File: config.mk
export PLATFORM = sky130hd
export DESIGN_NAME = slot_io_responder
export DESIGN_NICKNAME = d
export VERILOG_FILES = /design/src/rtl/slot_io_pkg.sv /design/src/rtl/slot_fifo.sv /design/src/rtl/slot_io_responder.sv
export SDC_FILE = /design/constraint.sdc
export NUM_CORES = 1
export LEC_CHECK = 0
export ABC_AREA = 1
export CORE_ASPECT_RATIO = 1.4
export CORE_UTILIZATION = 56
export CTS_CLUSTER_DIAMETER = 60
export DETAILED_ROUTE_END_ITERATION = 7
export GPL_TIMING_DRIVEN = 0
export PLACE_DENSITY = 0.79
export SYNTH_ARGS = -nofsm -noshare
export SYNTH_HDL_FRONTEND = slang
export SYNTH_SLANG_ARGS = --single-unit
File: constraint.sdc
create_clock -name SYSCLK -period 4.55 [get_ports SYSCLK]
set_clock_uncertainty 0.2 [all_clocks]
set_input_delay 1.1375 -clock SYSCLK [delete_from_list [all_inputs] [get_ports SYSCLK]]
set_output_delay 1.1375 -clock SYSCLK [all_outputs]
set_load 0.02 [all_outputs]
File: src/rtl/slot_io_pkg.sv
// Shared definitions for the slot I/O responder: register map, STATUS/CTRL bit
// positions and the access FSM encoding.
package slot_io_pkg;

    localparam logic [1:0] REG_DATA   = 2'd0;
    localparam logic [1:0] REG_STATUS = 2'd1;
    localparam logic [1:0] REG_CTRL   = 2'd2;
    localparam logic [1:0] REG_BANK   = 2'd3;

    localparam int ST_RX_NE  = 0;
    localparam int ST_TX_NF  = 1;
    localparam int ST_TX_OVR = 2;
    localparam int ST_RX_UNF = 3;
    localparam int ST_IRQ    = 7;

    localparam int CTRL_RX_IE = 0;
    localparam int CTRL_TX_IE = 1;
    localparam int CTRL_FLUSH = 7;

    typedef enum logic [1:0] {
        IDLE   = 2'd0,
        ACTIVE = 2'd1,
        COMMIT = 2'd2
    } state_t;

endpackage

File: src/rtl/slot_fifo.sv
// Synchronous FIFO with flush; the head is read combinationally so that the
// stream valid and data appear together.
module slot_fifo #(
    parameter int DEPTH = 8,
    parameter int WIDTH = 8,
    localparam int AW = $clog2(DEPTH),
    localparam int CW = AW + 1
) (
    input  logic             clk,
    input  logic             rst_n,
    input  logic             push_i,
    input  logic [WIDTH-1:0] wdata_i,
    input  logic             pop_i,
    input  logic             flush_i,
    output logic [WIDTH-1:0] rdata_o,
    output logic             full_o,
    output logic             empty_o,
    output logic [CW-1:0]    count_o
);

    logic [WIDTH-1:0] mem_q [DEPTH];
    logic [AW-1:0]    wr_ptr_q;
    logic [AW-1:0]    rd_ptr_q;
    logic [CW-1:0]    count_q;
    logic             do_push;
    logic             do_pop;

    assign full_o  = (count_q == CW'(DEPTH));
    assign empty_o = (count_q == '0);
    assign count_o = count_q;
    assign rdata_o = mem_q[rd_ptr_q];

    // A flush wins over any transfer requested in the same cycle.
    assign do_push = push_i && !full_o && !flush_i;
    assign do_pop  = pop_i && !empty_o && !flush_i;

    always_ff @(posedge clk) begin
        if (do_push) begin
            mem_q[wr_ptr_q] <= wdata_i;
        end
    end

    always_ff @(posedge clk or negedge rst_n) begin
        if (!rst_n) begin
            wr_ptr_q <= '0;
            rd_ptr_q <= '0;
            count_q  <= '0;
        end else if (flush_i) begin
            wr_ptr_q <= '0;
            rd_ptr_q <= '0;
            count_q  <= '0;
        end else begin
            if (do_push) begin
                wr_ptr_q <= wr_ptr_q + 1'b1;
            end
            if (do_pop) begin
                rd_ptr_q <= rd_ptr_q + 1'b1;
            end
            case ({do_push, do_pop})
                2'b10:   count_q <= count_q + 1'b1;
                2'b01:   count_q <= count_q - 1'b1;
                default: count_q <= count_q;
            endcase
        end
    end

endmodule

File: src/rtl/slot_io_responder.sv
// Card-side slot responder: synchronizes the CPU strobe, serves a four-register
// window and bridges it to a local byte-stream device through two FIFOs.
module slot_io_responder
    import slot_io_pkg::*;
#(
    parameter int FIFO_DEPTH    = 8,
    parameter int ROM_BANK_BITS = 3,
    localparam int CW = $clog2(FIFO_DEPTH) + 1
) (
    input  logic                       SYSCLK,
    input  logic                       nRST,
    input  logic                       SLOT_IOSEL,
    input  logic                       SLOT_ROMSEL,
    input  logic [7:0]                 CPU_A,
    input  logic [7:0]                 CPU_D_IN,
    input  logic                       CPU_RW,
    output logic [7:0]                 CPU_D_OUT,
    output logic                       CPU_D_OE,
    output logic [8+ROM_BANK_BITS-1:0] ROM_A,
    output logic                       ROM_nCE,
    output logic                       nIRQ,
    output logic [7:0]                 tx_data,
    output logic                       tx_valid,
    input  logic                       tx_ready,
    input  logic [7:0]                 rx_data,
    input  logic                       rx_valid,
    output logic                       rx_ready
);

    logic       sel_s1_q, sel_s2_q, sel_d_q;
    logic [1:0] a_s1_q, a_s2_q;
    logic       rw_s1_q, rw_s2_q;
    logic [7:0] din_s1_q, din_s2_q;

    state_t     state_q, state_d;
    logic [1:0] addr_q;
    logic       rw_q;
    logic [7:0] din_q;
    logic [7:0] dout_q;
    logic       rx_seen_q;
    logic [1:0] ie_q;
    logic [ROM_BANK_BITS-1:0] bank_q;
    logic       tx_ovr_q, rx_unf_q, irq_q;

    logic       sel_rise, sel_fall, commit_fire, wr_commit, rd_commit;
    logic       tx_push, tx_pop, tx_full, tx_empty, tx_flush;
    logic       rx_push, rx_pop, rx_full, rx_empty;
    logic [7:0] rx_head;
    logic [CW-1:0] tx_count, rx_count;
    logic       unused_counts;
    logic [7:0] status_byte, bank_byte, rd_mux;
    logic       irq_d;

    // Synchronizer flops reset high: a strobe already asserted when reset is
    // released must not be mistaken for a fresh rising edge.
    always_ff @(posedge SYSCLK or negedge nRST) begin
        if (!nRST) begin
            sel_s1_q <= 1'b1;
            sel_s2_q <= 1'b1;
            sel_d_q  <= 1'b1;
            a_s1_q   <= '0;
            a_s2_q   <= '0;
            rw_s1_q  <= 1'b0;
            rw_s2_q  <= 1'b0;
            din_s1_q <= '0;
            din_s2_q <= '0;
        end else begin
            sel_s1_q <= SLOT_IOSEL;
            sel_s2_q <= sel_s1_q;
            sel_d_q  <= sel_s2_q;
            a_s1_q   <= CPU_A[1:0];
            a_s2_q   <= a_s1_q;
            rw_s1_q  <= CPU_RW;
            rw_s2_q  <= rw_s1_q;
            din_s1_q <= CPU_D_IN;
            din_s2_q <= din_s1_q;
        end
    end

    assign sel_rise = sel_s2_q && !sel_d_q;
    assign sel_fall = !sel_s2_q && sel_d_q;

    always_comb begin
        state_d = state_q;
        case (state_q)
            IDLE:    if (sel_rise) state_d = ACTIVE;
            ACTIVE:  if (sel_fall) state_d = COMMIT;
            COMMIT:  state_d = IDLE;
            default: state_d = IDLE;
        endcase
    end

    // Side effects fire on the edge that enters COMMIT so that they land on the
    // third edge after the strobe falls; COMMIT itself is a one-cycle gap.
    assign commit_fire = (state_q == ACTIVE) && sel_fall;
    assign wr_commit   = commit_fire && !rw_q;
    assign rd_commit   = commit_fire && rw_q;

    assign tx_push  = wr_commit && (addr_q == REG_DATA) && !tx_full;
    assign tx_flush = wr_commit && (addr_q == REG_CTRL) && din_q[CTRL_FLUSH];
    assign tx_pop   = tx_valid && tx_ready;
    assign rx_push  = rx_valid && rx_ready;
    assign rx_pop   = rd_commit && (addr_q == REG_DATA) && rx_seen_q;

    always_comb begin
        status_byte            = '0;
        status_byte[ST_RX_NE]  = !rx_empty;
        status_byte[ST_TX_NF]  = !tx_full;
        status_byte[ST_TX_OVR] = tx_ovr_q;
        status_byte[ST_RX_UNF] = rx_unf_q;
        status_byte[ST_IRQ]    = irq_q;
        bank_byte                      = '0;
        bank_byte[ROM_BANK_BITS-1:0]   = bank_q;
        case (a_s2_q)
            REG_DATA:   rd_mux = rx_empty ? 8'h00 : rx_head;
            REG_STATUS: rd_mux = status_byte;
            REG_CTRL:   rd_mux = {6'b0, ie_q};
            default:    rd_mux = bank_byte;
        endcase
    end

    assign irq_d = (ie_q[CTRL_RX_IE] && !rx_empty) || (ie_q[CTRL_TX_IE] && !tx_full);

    always_ff @(posedge SYSCLK or negedge nRST) begin
        if (!nRST) begin
            state_q   <= IDLE;
            addr_q    <= '0;
            rw_q      <= 1'b0;
            din_q     <= '0;
            dout_q    <= '0;
            rx_seen_q <= 1'b0;
            ie_q      <= '0;
            bank_q    <= '0;
            tx_ovr_q  <= 1'b0;
            rx_unf_q  <= 1'b0;
            irq_q     <= 1'b0;
        end else begin
            state_q <= state_d;
            irq_q   <= irq_d;
            if (state_d == ACTIVE) begin
                addr_q    <= a_s2_q;
                rw_q      <= rw_s2_q;
                din_q     <= din_s2_q;
                dout_q    <= rd_mux;
                rx_seen_q <= !rx_empty;
            end
            if (wr_commit && (addr_q == REG_CTRL)) begin
                ie_q <= {din_q[CTRL_TX_IE], din_q[CTRL_RX_IE]};
            end
            if (wr_commit && (addr_q == REG_BANK)) begin
                bank_q <= din_q[ROM_BANK_BITS-1:0];
            end
            if (wr_commit && (addr_q == REG_DATA) && tx_full) begin
                tx_ovr_q <= 1'b1;
            end else if (rd_commit && (addr_q == REG_STATUS)) begin
                tx_ovr_q <= 1'b0;
            end
            if (rd_commit && (addr_q == REG_DATA) && !rx_seen_q) begin
                rx_unf_q <= 1'b1;
            end else if (rd_commit && (addr_q == REG_STATUS)) begin
                rx_unf_q <= 1'b0;
            end
        end
    end

    slot_fifo #(.DEPTH(FIFO_DEPTH), .WIDTH(8)) u_tx_fifo (
        .clk     (SYSCLK),
        .rst_n   (nRST),
        .push_i  (tx_push),
        .wdata_i (din_q),
        .pop_i   (tx_pop),
        .flush_i (tx_flush),
        .rdata_o (tx_data),
        .full_o  (tx_full),
        .empty_o (tx_empty),
        .count_o (tx_count)
    );

    slot_fifo #(.DEPTH(FIFO_DEPTH), .WIDTH(8)) u_rx_fifo (
        .clk     (SYSCLK),
        .rst_n   (nRST),
        .push_i  (rx_push),
        .wdata_i (rx_data),
        .pop_i   (rx_pop),
        .flush_i (tx_flush),
        .rdata_o (rx_head),
        .full_o  (rx_full),
        .empty_o (rx_empty),
        .count_o (rx_count)
    );

    assign unused_counts = ^{tx_count, rx_count};

    assign tx_valid  = !tx_empty;
    assign rx_ready  = !rx_full;
    assign CPU_D_OE  = (state_q == ACTIVE) && rw_q;
    assign CPU_D_OUT = dout_q;
    assign nIRQ      = !irq_q;
    assign ROM_A     = {bank_q, CPU_A};
    assign ROM_nCE   = !SLOT_ROMSEL;

endmodule
==> results of run 1 <==
==> cells by family after synthesis <==
group	synth area share
AO/OA/AOI/OAI	0.102
adder cells (fa/ha/maj)	0.0121
buffers and inverters	0.0472
flip-flops	0.694
AND/OR/NAND/NOR	0.145
==> area by class of cell <==
type,count,area [sq um],share of cell area
clock buffers,22,507,0.0524
inverters,58,219,0.0226
repair buffers,57,586,0.0606
multi-input cells,427,2130,0.220
flip-flops and latches,203,5720,0.592
plain buffers,33,170,0.0176
clock inverters,12,96.3,0.00996
well taps,189,236,0.0245
==> per-stage QoR <==
step	setup TNS (ps)	power (W)	instances
after floorplan	0	0.00349	721
after global placement	-26010	0.00404	966
after CTS	0	0.00565	1001
final	0	0.00562	1001
after detailed placement	0	0.00411	967
after global routing	0	0.00592	1001
==> Yosys cell counts (3+ instances only) <==
library cell	n	area, sq um
sky130_fd_sc_hd__buf_2	7	35.0
sky130_fd_sc_hd__o21ai_1	3	15.0
sky130_fd_sc_hd__a21oi_1	14	70.1
sky130_fd_sc_hd__buf_4	8	60.1
sky130_fd_sc_hd__nand2_2	9	56.3
sky130_fd_sc_hd__nor3_1	10	50.1
sky130_fd_sc_hd__dfrtp_1	72	1800
sky130_fd_sc_hd__inv_2	10	37.5
sky130_fd_sc_hd__o22ai_1	18	113
sky130_fd_sc_hd__clkbuf_1	16	60.1
sky130_fd_sc_hd__nor2_2	5	31.3
sky130_fd_sc_hd__inv_1	46	173
sky130_fd_sc_hd__nor2_1	116	435
sky130_fd_sc_hd__dfstp_2	3	78.8
sky130_fd_sc_hd__nand2_1	99	372
sky130_fd_sc_hd__o211ai_1	5	37.5
sky130_fd_sc_hd__o221ai_1	3	26.3
sky130_fd_sc_hd__nor2_4	4	45.0
sky130_fd_sc_hd__o31ai_1	3	22.5
sky130_fd_sc_hd__nand3_1	16	80.1
sky130_fd_sc_hd__ha_1	8	100
sky130_fd_sc_hd__edfxtp_1	128	3840
sky130_fd_sc_hd__o21ai_0	87	435
sky130_fd_sc_hd__a31oi_1	8	50.1
sky130_fd_sc_hd__nand4_2	3	37.5
==> worst min-delay path by stage <==
stage           startpoint          end  cells after the start
3_5_place_dp   din_s1_q[0]  din_s2_q[0]                      0
5_1_grt        din_s1_q[0]  din_s2_q[0]                      0
4_1_cts        din_s1_q[0]  din_s2_q[0]                      0
2_1_floorplan    a_s1_q[0]    a_s2_q[0]                      0
6_report       din_s1_q[0]  din_s2_q[0]                      0
3_3_place_gp   din_s1_q[1]  din_s2_q[1]                      0
==> power groups by stage <==
stage	clock [W]	combinational [W]	sequential (W)
2_1_floorplan	0	0.00104	0.00245
3_3_place_gp	0	0.00157	0.00247
3_5_place_dp	0	0.00163	0.00248
4_1_cts	0.00155	0.00165	0.00245
5_1_grt	0.00163	0.00181	0.00248
6_report	0.00153	0.00164	0.00245
==> critical path, cell delays in order (launching register included) <==
cell,delay [ps]
sky130_fd_sc_hd__dfrtp_1,480
sky130_fd_sc_hd__inv_1,230
sky130_fd_sc_hd__clkbuf_1,400
sky130_fd_sc_hd__o21ai_0,160
sky130_fd_sc_hd__o22ai_1,150
sky130_fd_sc_hd__nor2_1,50
sky130_fd_sc_hd__a31oi_1,170
sky130_fd_sc_hd__clkdlybuf4s50_1,630
==> registers in the layout, indices dropped and copies added (netlist names), 2 cells and up <==
register / count
u_rx_fifo.mem_q: 64
u_tx_fifo.mem_q: 64
CPU_D_OUT: 8
din_q: 8
din_s1_q: 8
din_s2_q: 8
u_rx_fifo.count_o: 4
u_tx_fifo.count_o: 4
bank_q: 3
u_rx_fifo.rd_ptr_q: 3
u_rx_fifo.wr_ptr_q: 3
u_tx_fifo.rd_ptr_q: 3
u_tx_fifo.wr_ptr_q: 3
a_s1_q: 2
a_s2_q: 2
addr_q: 2
ie_q: 2
state_q: 2
==> routing by layer <==
layer  vias to the layer above  GRT usage  share of wire
met5                         -          0              0
met4                         0      0.116          0.036
met3                        53     0.0282          0.042
met2                       176      0.436           0.55
met1                      2646      0.264           0.37
li1                       2639          -              -
==> results.md, run 1 <==
- Across all layers, the routed design uses 5514 vias.
- Of the total power, registers draw 0.436.
- The final-report max-slew violation count came to 0.
- The share of layout cells above drive strength 1 is 0.113.
- The measured slew at the worst slew-check pin is 1420 ps.
- The largest buffer count on any clock path is 3.
- TritonCTS built the clock tree.
- The worst hold slack across all endpoints is around 150 ps.
- The proportion of power drawn by combinational gates is 0.291.
- The peak clock frequency supported by timing is 0.243 GHz.
- The proportion of total power due to net switching is 0.338.
- The congestion estimate from routability-driven global placement came to between 0.8 and 0.9.
- The detailed router's first-iteration violation count is 370.
- The worst hold path belongs to the class flip-flop to flip-flop.
- The flop-to-flop setup slack is approximately 1600 ps.
- The flow ran to the end, and the final reports show no timing, DRC or antenna violations.
- The post-route fraction of the period consumed by the critical path is 0.903.
- Power spread over the standard cell area amounts to 581 nW/um^2.
- The detailed-route vias per instance is 5.51.
- Counting I/O delays and the setup requirement, the final critical path takes slightly above 4000 ps.
- The standard cell area after detailed placement is 9070 sq um.
- The total length of routed wires is about 17000 um.
- The critical register-to-register path startpoint is sel_d_q.
- The tool flagged a number of max-cap violations equal to 0.
- After floorplanning, the core was sized to cover 14400 sq um.
- The critical path endpoint is tx_data[6].
- The number of setup violations in the final report is 0.
- For this run, design rule violations remaining after detail routing come to 0.
- The gate count after technology mapping is 721.
- Leaving out fill and tap cells, the most frequent cell in the layout is sky130_fd_sc_hd__edfxtp_1.
- The initial antenna violation count is 0.
- In this run, synthesis inferred roughly 130 flip-flops with an integrated enable.
- The final antenna diode count is 0.
- Leaving out fill and tap cells, the most frequent cells in the layout are sky130_fd_sc_hd__edfxtp_1, sky130_fd_sc_hd__nor2_1, sky130_fd_sc_hd__nand2_1.
- Entering global routing, the biggest net connects 72 pins.
- Along the worst path, the maximum fanout reaches 10.
- Counting every sink on the clock net gives roughly 200.
- The worst reg2reg path endpoint is u_tx_fifo.mem_q[7][7].
- Each instance of the synthesized netlist takes up on average around 11 sq um.
- The root buffer cell chosen for the clock tree is sky130_fd_sc_hd__clkbuf_16.
- The final count of hold timing violations is 0.
- The clock slew at the register clock pins of the worst setup and hold paths is 60 ps.
- For this run, the register share of the synthesized area comes to 0.694.
- The internal portion of the total power is 0.00372 W.
- The share of async-settable or async-resettable flops after synthesis is 0.369.
- Once detail routing completed, the nets flagged for antenna violations numbered 0.
- Summed over all layers, the global routing overflow is 0.
- Synthesis instantiated between 40 and 50 different standard cells from the library.
- The clock share of power is 0.273.
- The TritonCTS buffer count is 19.
- Compared with the post-synthesis result, the final layout area differs by 17.3%.
- Detailed placement ended at an HPWL of approximately 12000 um.
- Setup repair after global routing left no endpoint under its margin.
- From bottom edge to top edge, the die measures 146 um.
- The worst setup path is launched from a flip-flop.
- The minimum setup slack in the final design is 441 ps.
- The floorplan step set the die width to 105 um.
- After floorplanning, the core was divided into 52 placement rows.
- The static power due to leakage is 3.82 nW.
- The total nets after synthesis is 760.
- At the end of the flow, the number of nets in the layout was 838.
- In the final routed layout, each cell accounts on average for 17.1 um.
- For the worst setup path, the data arrival time is 2770 ps.
- After routing the design area is between 9000 and 10000 sq um.
- The filler cell count is 1047.
- The area of the mapped netlist is 8250 sq um.
- The analysis attributes to net switching a power of 0.00190 W.
- The critical path class is flip-flop to primary output.
- The floorplan die area is 15200 sq um.
- Hold repair after CTS inserted 0 buffers.
- Buffers added to address setup during post-CTS repair amount to 0.
- For this run, the leading register cell type out of synthesis is sky130_fd_sc_hd__edfxtp_1.
- The first detailed-routing pass took 5 iterations.
- The utilization after layout is 0.670.
- The clock insertion delay at the later pin of the skew report is 490 ps.
- The worst voltage drop across the vdd grid is approximately 0.00042 V.
- In this run, synthesis produced a sequential element count of 203.
- CTS built an H-tree with a depth of 1.
- The worst setup slack after placement is 862 ps.
- The number of warning messages in the yosys log is 0.
- STA classifies the critical path endpoint as a primary output.
- The worst-case headroom to the max-slew limit is 0.0460.
- The post-cts repair resize count is 0.
- The critical path starts at u_tx_fifo.rd_ptr_q[1].
- Measured in cells, the most critical reg-to-reg path has a length of 6.
- Port buffering added 56 buffers.
- During I/O placement, the number of pins put on the boundary was 63.
- The required arrival time at the worst endpoint is roughly 3200 ps.
- The via count of the first global-routing pass is 5720.
- The global-route wire length before repair is 27900 um.
- Across every metal layer, demand over resource in global routing totals 0.235.
- The initial utilization of the core area, before any placement, comes to 0.571.
(Power assumes the default switching activity.)
==> run 2, diff against run 1 <==
--- a/config.mk
+++ b/config.mk
@@ -7,11 +7,11 @@
 export LEC_CHECK = 0
 export ABC_AREA = 1
 export CORE_ASPECT_RATIO = 1.4
-export CORE_UTILIZATION = 56
+export CORE_UTILIZATION = 55
 export CTS_CLUSTER_DIAMETER = 60
 export DETAILED_ROUTE_END_ITERATION = 7
 export GPL_TIMING_DRIVEN = 0
-export PLACE_DENSITY = 0.79
+export PLACE_DENSITY = 0.78
 export SYNTH_ARGS = -nofsm -noshare
 export SYNTH_HDL_FRONTEND = slang
 export SYNTH_SLANG_ARGS = --single-unit
==> run 2 against run 1 <==
Compared with the run above:
- highest routed layer unchanged
- sequential cell count unchanged
- via count grew 1.7%
- first-iteration DRC count fell by 6.8%
- total power down 1.5%
==> results.md, run 2 (same netlist as run 1, synthesis figures left out) <==
- The area added between synthesis and finish is 16.9% (was 17.3%).
- The post-route antenna net violation count is 0 (unchanged).
- The via count of the first global-routing pass came to 5666 (was 5720).
- The internal power was 0.00365 W (was 0.00372 W).
- The final layout net count is 839 (was 838).
- The worst setup slack after placement is 863 ps (was 862 ps).
- The placement row count is 52 (unchanged).
- The static power due to leakage is 3.80 nW (was 3.82 nW).
- The clock slew at the register clock pins of the worst setup and hold paths is 60 ps (about the same).
- The critical path class is flip-flop to primary output (unchanged).
- The detailed-route vias per instance is 5.59 (was 5.51).
- The number of setup buffers added after CTS is 0 (unchanged).
- The flop-to-flop setup slack is 1630 ps (was 1640 ps).
- The arrival time of data at the critical path endpoint is 2900 ps (was 2770 ps).
- The overall track demand over capacity in global routing came to 0.233 (was 0.235).
- The largest buffer count on any clock path is 3 (unchanged).
- The clock insertion delay at the later pin of the skew report is 490 ps (about the same).
- The biggest fanout along the worst timing path is 10 (unchanged).
- The routed wire length per instance is 17.3 um (was 17.1 um).
- The clock sink count came to 203 (unchanged).
- The count of TritonRoute iterations in the first routing pass came to 5 (unchanged).
- The initial core utilization is 0.566 (was 0.571).
- The total net switching power is 0.00188 W (was 0.00190 W).
- The initial antenna violation count came to 0 (unchanged).
- The post-route fraction of the period consumed by the critical path is 0.931 (was 0.903).
- The global-route wire length before repair is 27600 um (was 27900 um).
- Result of the run: finished clean (unchanged).
- The non-filler instance count after layout is 1002 (was 1001).
- The clock root buffer is sky130_fd_sc_hd__clkbuf_16 (unchanged).
- The utilization after layout came to 0.661 (was 0.670).
- The number of remaining DRC errors is 0 (unchanged).
- The required arrival time at the worst endpoint is 3210 ps (about the same).
- The type of destination of the critical path is a primary output (unchanged).
- The measured slew at the worst slew-check pin is 1320 ps (was 1420 ps).
- The worst-case headroom to the max-slew limit came to 0.115 (was 0.0460).
- The top-level I/O count came to 63 (unchanged).
- The post-cts repair resize count is 0 (unchanged).
- The proportion of power drawn by combinational gates came to 0.297 (was 0.291).
- The launch point of the worst hold path is a_s1_q[1] (was din_s1_q[0]).
- The TritonCTS buffer count is 19 (unchanged).
- The final-report max-slew violation count is 0 (unchanged).
- The final count of hold timing violations is 0 (unchanged).
- The number of maximum-capacitance violations came to 0 (unchanged).
- The minimum setup slack in the final design is 314 ps (was 441 ps).
- The peak clock frequency supported by timing is 0.236 GHz (was 0.243 GHz).
- The category of the worst setup path launch point is a flip-flop (unchanged).
- The hold-fix buffer count after cts is 0 (unchanged).
- The total number of H-tree levels is 1 (unchanged).
- The floorplan die area was 15500 sq um (was 15200 sq um).
- The clock share of power was 0.259 (was 0.273).
- The beginning of the critical path is u_tx_fifo.rd_ptr_q[1] (unchanged).
- The power per standard cell area came to 574 nW/um^2 (was 581 nW/um^2).
- The number of cells after detailed placement is 967 (unchanged).
- The detailed router's first-iteration violation count is 345 (was 370).
- The residual overflow from global routing is 0 (unchanged).
- The clock period minus final worst setup slack is 4240 ps (was 4110 ps).
- The share of layout cells above drive strength 1 was 0.111 (was 0.113).
- Largest registers ranked by flip-flop count: u_rx_fifo.mem_q x64, u_tx_fifo.mem_q x64 (unchanged).
- The final antenna diode count was 0 (unchanged).
- The power share of the sequential group came to 0.444 (was 0.436).
- The proportion of total power due to net switching is 0.340 (was 0.338).
- The die span in y is 147 um (was 146 um).
- The count of buffers inserted at the top-level ports was 56 (unchanged).
- The total length of routed wires is 17300 um (was 17100 um).
- The TritonCTS clock tree is built (unchanged).
- The worst hold path class is flip-flop to flip-flop (unchanged).
- The pin count of the biggest net entering global routing is 52 (was 72).
- The worst voltage drop across the vdd grid is 0.000401 V (was 0.000421 V).
- The vias after detailed routing is 5606 (was 5514).
- The number of setup violations in the final report is 0 (unchanged).
- The placeable core area came to 14600 sq um (was 14400 sq um).
- The critical register-to-register path startpoint is u_tx_fifo.count_o[3] (was sel_d_q).
- Most frequent cells in the layout: sky130_fd_sc_hd__edfxtp_1, sky130_fd_sc_hd__nor2_1, sky130_fd_sc_hd__nand2_1 (unchanged).
- The global placement routability congestion is 0.866 (was 0.875).
- The most common library cell in the layout ignoring fill and taps is sky130_fd_sc_hd__edfxtp_1 (unchanged).
- RSZ-0062 raised after global routing: false (unchanged).
- The estimated wirelength of the detail-placed design came to 12000 um (was 11800 um).
- The die width is 105 um (about the same).
## run 2: stage by stage
stage	setup TNS [ps]	area, sq um	hold WS (ps)	power, W
3_3_place_gp	-24700	9040	132	0.00403
3_5_place_dp	0	9070	136	0.00412
5_1_grt	0	9640	150	0.00582
6_report	0	9640	147	0.00553
2_1_floorplan	0	8250	131	0.00349
4_1_cts	0	9630	148	0.00556
## run 2: worst paths after layout
| kind | end | cells past startpoint |
|---|---|---|
| min in group asynchronous | u_tx_fifo.count_o[2] | 1 |
| min | a_s2_q[1] | 0 |
| max reg2reg | u_tx_fifo.mem_q[3][1] | 7 |
| max | tx_data[6] | 7 |
| max in group asynchronous | CPU_D_OUT[6] | 2 |
| min reg2reg | a_s2_q[1] | 0 |
## run 2: layer usage
metal | vias to the layer above | global-route usage | wire length (um)
met3 | 34 | 0.0311 | 958
li1 | 2653 | - | -
met1 | 2723 | 0.257 | 6310
met4 | 0 | 0.0937 | 454
met2 | 196 | 0.445 | 9570
met5 | - | 0 | 0
## run 2: layout make-up
class,instances,area [sq um]
flip-flops and latches,203,5720
inverters,58,219
repair buffers,58,591
well taps,189,236
clock inverters,11,52.6
multi-input cells,427,2130
plain buffers,33,170
clock buffers,23,510
fillers,1077,4940
## run 2: worst max-delay path, cell delays in order, from the launching register on
cell	delay [ps]
sky130_fd_sc_hd__dfrtp_1	490
sky130_fd_sc_hd__inv_1	220
sky130_fd_sc_hd__clkbuf_1	450
sky130_fd_sc_hd__o21ai_0	220
sky130_fd_sc_hd__o22ai_1	170
sky130_fd_sc_hd__nor2_1	60
sky130_fd_sc_hd__a31oi_1	170
sky130_fd_sc_hd__clkdlybuf4s50_1	630
## run 2: power by group through the flow
| stage | registers [W] | clock network, W | logic, W |
|---|---|---|---|
| final | 0.00246 | 0.00144 | 0.00164 |
| after global placement | 0.00247 | 0 | 0.00157 |
| after floorplan | 0.00245 | 0 | 0.00104 |
| after detailed placement | 0.00248 | 0 | 0.00164 |
| after global routing | 0.00248 | 0.00152 | 0.00182 |
| after CTS | 0.00245 | 0.00146 | 0.00165 |
